`src/rtl/opamp_comparator.sv`:
```
// Schmitt-style comparator: turns a signed chaotic sample into a registered chaos bit
// and keeps a saturating running (#ones - #zeros) balance.
module opamp_comparator #(
    parameter int unsigned             WIDTH     = 16,
    parameter logic signed [WIDTH-1:0] THRESHOLD = '0,
    parameter logic [WIDTH-2:0]        HYST      = '0,
    parameter int unsigned             BAL_WIDTH = 16
) (
    input  logic                        clk,
    input  logic                        rst,
    input  logic                        in_valid,
    input  logic [WIDTH-1:0]            chaotic_value,
    output logic                        chaos_bit,
    output logic                        bit_valid,
    output logic signed [BAL_WIDTH-1:0] balance
);
    localparam int unsigned EW = WIDTH + 2;
    localparam logic signed [BAL_WIDTH-1:0] BAL_MAX = {1'b0, {(BAL_WIDTH-1){1'b1}}};
    localparam logic signed [BAL_WIDTH-1:0] BAL_MIN = {1'b1, {(BAL_WIDTH-1){1'b0}}};
    localparam logic signed [BAL_WIDTH-1:0] BAL_ONE = {{(BAL_WIDTH-1){1'b0}}, 1'b1};

    logic signed [EW-1:0]        sample_ext;
    logic signed [EW-1:0]        thr_ext;
    logic signed [EW-1:0]        hyst_ext;
    logic signed [EW-1:0]        hi;
    logic signed [EW-1:0]        lo;
    logic                        next_bit;
    logic signed [BAL_WIDTH-1:0] next_bal;

    // Two guard bits keep THRESHOLD +/- HYST from wrapping at the range extremes.
    always_comb begin
        sample_ext = {{2{chaotic_value[WIDTH-1]}}, chaotic_value};
        thr_ext    = {{2{THRESHOLD[WIDTH-1]}}, THRESHOLD};
        hyst_ext   = {3'b000, HYST};
        hi         = thr_ext + hyst_ext;
        lo         = thr_ext - hyst_ext;
    end

    always_comb begin
        next_bit = chaos_bit;
        if (sample_ext > hi) begin
            next_bit = 1'b1;
        end else if (sample_ext <= lo) begin
            next_bit = 1'b0;
        end

        next_bal = balance;
        if (next_bit) begin
            if (balance != BAL_MAX) next_bal = balance + BAL_ONE;
        end else begin
            if (balance != BAL_MIN) next_bal = balance - BAL_ONE;
        end
    end

    always_ff @(posedge clk or posedge rst) begin
        if (rst) begin
            chaos_bit <= 1'b0;
            bit_valid <= 1'b0;
            balance   <= '0;
        end else begin
            bit_valid <= in_valid;
            if (in_valid) begin
                chaos_bit <= next_bit;
                balance   <= next_bal;
            end
        end
    end
endmodule

```
`config.mk`:
```
export PLATFORM = sky130hd
export DESIGN_NAME = opamp_comparator
export DESIGN_NICKNAME = d
export VERILOG_FILES = /design/src/rtl/opamp_comparator.sv
export SDC_FILE = /design/constraint.sdc
export NUM_CORES = 1
export LEC_CHECK = 0
export BUFFER_PORTS_ARGS = -buffer_cell sky130_fd_sc_hd__buf_2
export CAP_MARGIN = 10
export CORE_MARGIN = 2
export CORE_UTILIZATION = 30
export DETAILED_ROUTE_END_ITERATION = 10
export PLACE_DENSITY = 0.48
export RECOVER_POWER = 100
export SYNTH_ARGS = -nofsm -noshare
export SYNTH_HDL_FRONTEND = slang
export SYNTH_SLANG_ARGS = --single-unit
export TNS_END_PERCENT = 5
```
`constraint.sdc`:
```
create_clock -name clk -period 2.9 [get_ports clk]
set_clock_uncertainty 0.05 [all_clocks]
set_input_delay 0.29 -clock clk [delete_from_list [all_inputs] [get_ports clk]]
set_output_delay 0.29 -clock clk [all_outputs]
set_load 0.005 [all_outputs]
```
==> results of run 1 <==
[power breakdown]
part	switching, mW	internal, mW
logic	0.676	0.787
registers	0.179	0.372
clock network	0.0928	0.121
total	0.948	1.28
[Yosys cell counts (2+ instances only)]
library cell,instances,area (sq um)
and2_1,2,12.5
a31oi_1,2,12.5
ha_1,14,175
a21o_1,4,30.0
inv_1,7,26.3
a21oi_1,22,110
nand3_1,5,25.0
dfrtp_1,18,450
nor2_1,11,41.3
nand2_1,8,30.0
nor3_1,4,20.0
o21ai_0,6,30.0
nand4_1,3,18.8
nor2b_1,2,12.5
o211ai_1,3,22.5
xor2_1,3,26.3
xnor2_1,10,87.6
nor4_2,3,37.5
a211oi_1,5,37.5
nor4_1,3,18.8
mux2_4,9,135
o21ai_1,2,10.0
[timing repair]
item	4_1_cts	5_1_grt
gates resized for setup	0	1
hold endpoints to repair	0	0
setup endpoints to repair	0	1
[critical path: cells and delay by family]
| family | cells | cell delay (ns) |
|---|---|---|
| compound gates | 6 | 1.21 |
| fa+ha+maj | 1 | 0.28 |
| buf+inv | 3 | 0.46 |
| simple gates | 1 | 0.39 |
| xor+xnor | 1 | 0.13 |
[routing by layer]
layer / vias to the layer above / wire length [um] / GRT usage (%) / share of wire, %
li1: 760 / - / - / -
met1: 664 / 1950 / 20.4 / 48
met2: 36 / 1890 / 22.1 / 47
met3: 4 / 148 / 1.29 / 3.7
met4: 0 / 54 / 4.46 / 1.3
met5: - / 0 / 0 / 0
[area by class of cell]
class                      count  area share (%)
multi-input combinational    139            52.5
sequential                    18            21.8
timing repair buffer          61            17.3
tap                           70            4.24
clock buffer                   4            2.67
inverter                       7            1.45
[worst paths after layout]
check / end / depth (start not counted) / slack [ns]
worst max register to register: balance[10] / 7 / 0.49
worst min register to register: chaos_bit / 1 / 0.46
max in group asynchronous: balance[8] / 2 / 2.22
worst max-delay path: balance[15] / 12 / 0.27
worst min-delay path: balance[14] / 2 / 0.10
min in group clk: bit_valid / 1 / 0.19
[cells by family after synthesis]
| family | Yosys count | synth area share (%) |
|---|---|---|
| flip-flops | 18 | 28.1 |
| adder cells (fa/ha/maj) | 15 | 12.2 |
| multiplexers | 10 | 9.15 |
| AO/OA/AOI/OAI | 53 | 23.0 |
| buffers and inverters | 10 | 2.89 |
| XOR/XNOR | 13 | 7.11 |
| AND/OR/NAND/NOR | 48 | 17.5 |
[state kept, by name (all words and copies together) (netlist names)]
| register | cells |
|---|---|
| balance | 16 |
| bit_valid | 1 |
| chaos_bit | 1 |
==> results.md, run 1 <==
* Placement Setup Slack at -0.0870 ns
* Sequential share of the synthesized area at 28.1%
* Placed Instances at 295
* Final period utilization at 90.6%
* CTS Hold Bufs at 0
* Final setup viols at 0
* CTS tree: built
* Number of setup buffers added after CTS at 0
* Largest net degree at the start of global routing at 19
* Critical Path Start: chaotic_value[0]
* Root buffer cell: clkbuf_8
* Slew Viols, Final at 0
* Post-synth EDFFs at 0
* Die height at 77.0 um
* Syn Inst Count at 167
* Fin crit period at 2.63 ns
* DP Area at 2040 sq um
* Starting Density at 31.1%
* Hold slack at 0.101 ns
* Slew headroom at 49.6%
* CP max stage delay at 0.39 ns
* Global-route usage over all layers at 14.1%
* Max clock buf depth at 2
* # IOs at 37
* Fraction of registers with async set/reset at 100%
* Worst Path Required at 3.03 ns
* Grt ovf at 0
* Max Freq at 380 MHz
* Maximum fanout along the worst path at 10
* Syn Nets at 201
* Clk Latency, worst-skew pair at 0.25 ns
* GPL Wtd Cong at 0.823
* # fillers at 545
* Slew @ Worst Pin at 0.755 ns
* Final setup TNS at 0 ns
* Vias in the first global route at 1406
* WP data arrival at 2.76 ns
* Num CTS Buffers at 3
* Critical path endpoint category: register
* Cell Area, Synth at 1600 sq um
* DR WL/cell at 13.5 um
* Die Wd at 77.0 um
* First-pass GRT wire length at 6.85 mm
* Final-stage net count at 264
* Area of the multi-input gates at 1080 sq um
* Max Cap Viol at 0
* Via density at 4.90
* Routed vias at 1464
* Power Dens Cells at 1080 nW/um^2
* Routed WL at 4.04 mm
* Slowest CP cell: nor4_2
* Worst Hold Class: in -> async
* DRC at 0
* Number of nets with antenna violations after routing at 0
* DIE AREA at 5930 sq um
* Final Hold Viols at 0
* Cell Count, Final, Fillers Out at 299
* 1st-pass router iterations at 4
* Commonest non-fill, non-tap cell in the layout: buf_2
* Most frequent CP cell: o21ai_0
* Share of layout cells above drive strength 1 at 31.9%
* DP HPWL at 3.26 mm
* Pleak at 0.909 nW
* R2r startpoint: balance[0]
* Rows at 26
* Pwr Total at 2.23 mW
* RSZ-0062 raised after global routing: no
* Yosys cell types at 43
* Peak supply drop at 0.347 mV
* Post-synthesis area per instance at 9.58 sq um
* I/O Buffers at 36
* Critical Path Source Type: primary input
* Status: finished, final reports clean
* Util after Layout at 40.2%
* Clock sink count at 18
* Sequential Area at 450 sq um
* Non-Filler Cell Area, Final at 2060 sq um
* Core area at 5140 sq um
* Worst-path clk slew at 0.08 ns
* Commonest non-fill, non-tap cells in the layout: buf_2, a21oi_1, buf_4
* N_diodes at 0
* Initial antenna violation count at 0
* First DRT Iteration DRCs at 55
* Synthesized flop and latch total at 18
* CP Class: in -> reg
* Htree depth at 1
* Yosys Warn Count at 0
* CP Cell Sequence: buf_2, nor4_2, a41oi_4, clkinvlp_4, ha_1, clkbuf_4, o21ai_0, a211oi_1, a21oi_1, o21ai_0, o21ai_1, xnor2_1
* Layout Area Growth over Synthesis at 29.0%
* Final worst-path setup slack at 0.271 ns
* Prevailing post-synth register cell: dfrtp_1
(Power assumes the default switching activity.)
==> run 2, diff against run 1 <==
CAP_MARGIN = 40   (was 10)
CORE_ASPECT_RATIO = 0.5   (was default)
==> results.md, run 2 (same netlist as run 1, synthesis figures left out) <==
* Global-route usage over all layers at 13.5%
* Resize count post-CTS at 0
* N_diodes at 0
* Htree depth at 1
* Largest register by flop count: balance
* # fillers at 512
* CTS tree: built
* Die Wd at 107 um
* Max Cap Viol at 0
* Status: finished, final reports clean
* Clock sink count at 18
* Max clock buf depth at 2
* Final Hold Viols at 0
* Final setup TNS at 0 ns
* Worst Hold Class: in -> async
* Power Dens Cells at 1080 nW/um^2
* Number of nets with antenna violations after routing at 0
* 1st-pass router iterations at 4
* Fin crit period at 2.72 ns
* CTS Hold Bufs at 0
* Critical Path Source Type: primary input
* Via density at 5.06
* Rows at 18
* Num CTS Buffers at 3
* First-pass GRT wire length at 6.47 mm
* Placed Instances at 287
* I/O Buffers at 36
* Core area at 5020 sq um
* Worst r2r dst: balance[5]
* Slew headroom at 36.0%
* Final setup viols at 0
* Maximum fanout along the worst path at 14
* Share of layout cells above drive strength 1 at 31.8%
* Commonest non-fill, non-tap cells in the layout: buf_2, a21oi_1, dfrtp_1
* Peak supply drop at 0.322 mV
* DIE AREA at 5970 sq um
* Starting Density at 31.9%
* R2r startpoint: balance[15]
* Largest net degree at the start of global routing at 19
* Regs by FF count: balance: 16 flops, bit_valid: 1 flops, chaos_bit: 1 flops
* Critical path endpoint category: register
* Worst Path Required at 3.00 ns
* Routed WL at 3.98 mm
* Initial antenna violation count at 0
* GPL Wtd Cong at 0.778
* Cell Count, Final, Fillers Out at 290
* Final-stage net count at 256
* Pleak at 0.881 nW
* Final period utilization at 94.0%
* DRC at 0
* Largest register FFs at 16
* WP data arrival at 2.82 ns
* R2R depth at 5
* Root buffer cell: clkbuf_8
* Number of setup buffers added after CTS at 0
* CP Class: in -> reg
* Routed vias at 1468
* Max Freq at 367 MHz
* R2R Setup Slk at 0.28 ns
* Vias in the first global route at 1358
* Layout Area Growth over Synthesis at 24.9%
* Die height at 55.6 um
* First DRT Iteration DRCs at 44
* Grt ovf at 0
* Slew Viols, Final at 0
* Clk Latency, worst-skew pair at 0.26 ns
* RSZ-0062 raised after global routing: no
* Commonest non-fill, non-tap cell in the layout: buf_2
* # IOs at 37
* Slew @ Worst Pin at 0.951 ns
* DR WL/cell at 13.7 um
* DP HPWL at 3.19 mm
* Worst-path clk slew at 0.07 ns
[run 2: changes by cell type in the layout (fill, tap and decap cells not counted), sizes merged]
cell	delta
buf	-5
clkbuf	-4
[run 2: per-layer routing]
metal	GRT usage (%)	routed length [um]	part of all wire, %	up-vias
met1	19.5	2000	50	686
met3	1.99	221	5.6	2
met2	21.6	1740	44	38
li1	-	-	-	742
met5	0	0	0	-
met4	2.23	19	0.48	0
[run 2: final cells by class]
cell class              instances  area [sq um]  area share, %
well taps                      70          87.6           4.38
flip-flops and latches         18           450           22.5
inverters                       7          30.0           1.50
clock buffers                   3          41.3           2.07
repair buffers                 53           300           15.0
multi-input cells             139          1090           54.5
[run 2: worst max path at each step]
stage                startpoint     endpoint  slack, ns  depth (start not counted)
2_1_floorplan  chaotic_value[5]   balance[8]       0.13                         10
3_3_place_gp   chaotic_value[0]  balance[15]      -0.03                         11
3_5_place_dp   chaotic_value[9]  balance[15]      -0.04                         11
4_1_cts        chaotic_value[9]  balance[15]       0.21                         11
5_1_grt        chaotic_value[9]  balance[10]      0.008                          8
6_report       chaotic_value[9]   balance[5]       0.18                          7
[run 2: report_power, final]
part           leakage (nW)  switching, mW  internal [mW]
clock                0.0216         0.0916         0.0925
sequential            0.208          0.181          0.372
combinational         0.652          0.669          0.755
total                 0.881          0.941           1.22
[run 2: worst max-delay path: stages]
cell and delay (ns):
buf_2 0.10, nor4_2 0.37, a41oi_4 0.18, buf_4 0.19, o31ai_1 0.79, clkbuf_2 0.53
mux2_4 0.34
[run 2: metrics by stage]
stage | utilization [%] | worst slack [ns] | total power, mW | instance area (sq um) | hold slack, ns
floorplan | - | 0.134 | 1.51 | 1600 | 0.179
global placement | 39.6 | -0.0337 | 1.99 | 1990 | 0.412
detailed placement | 39.6 | -0.0407 | 1.99 | 1990 | 0.422
CTS | 40.4 | 0.207 | 2.19 | 2030 | 0.134
global route | 39.8 | 0.00759 | 2.37 | 2000 | 0.182
finish | 39.8 | 0.175 | 2.16 | 2000 | 0.105
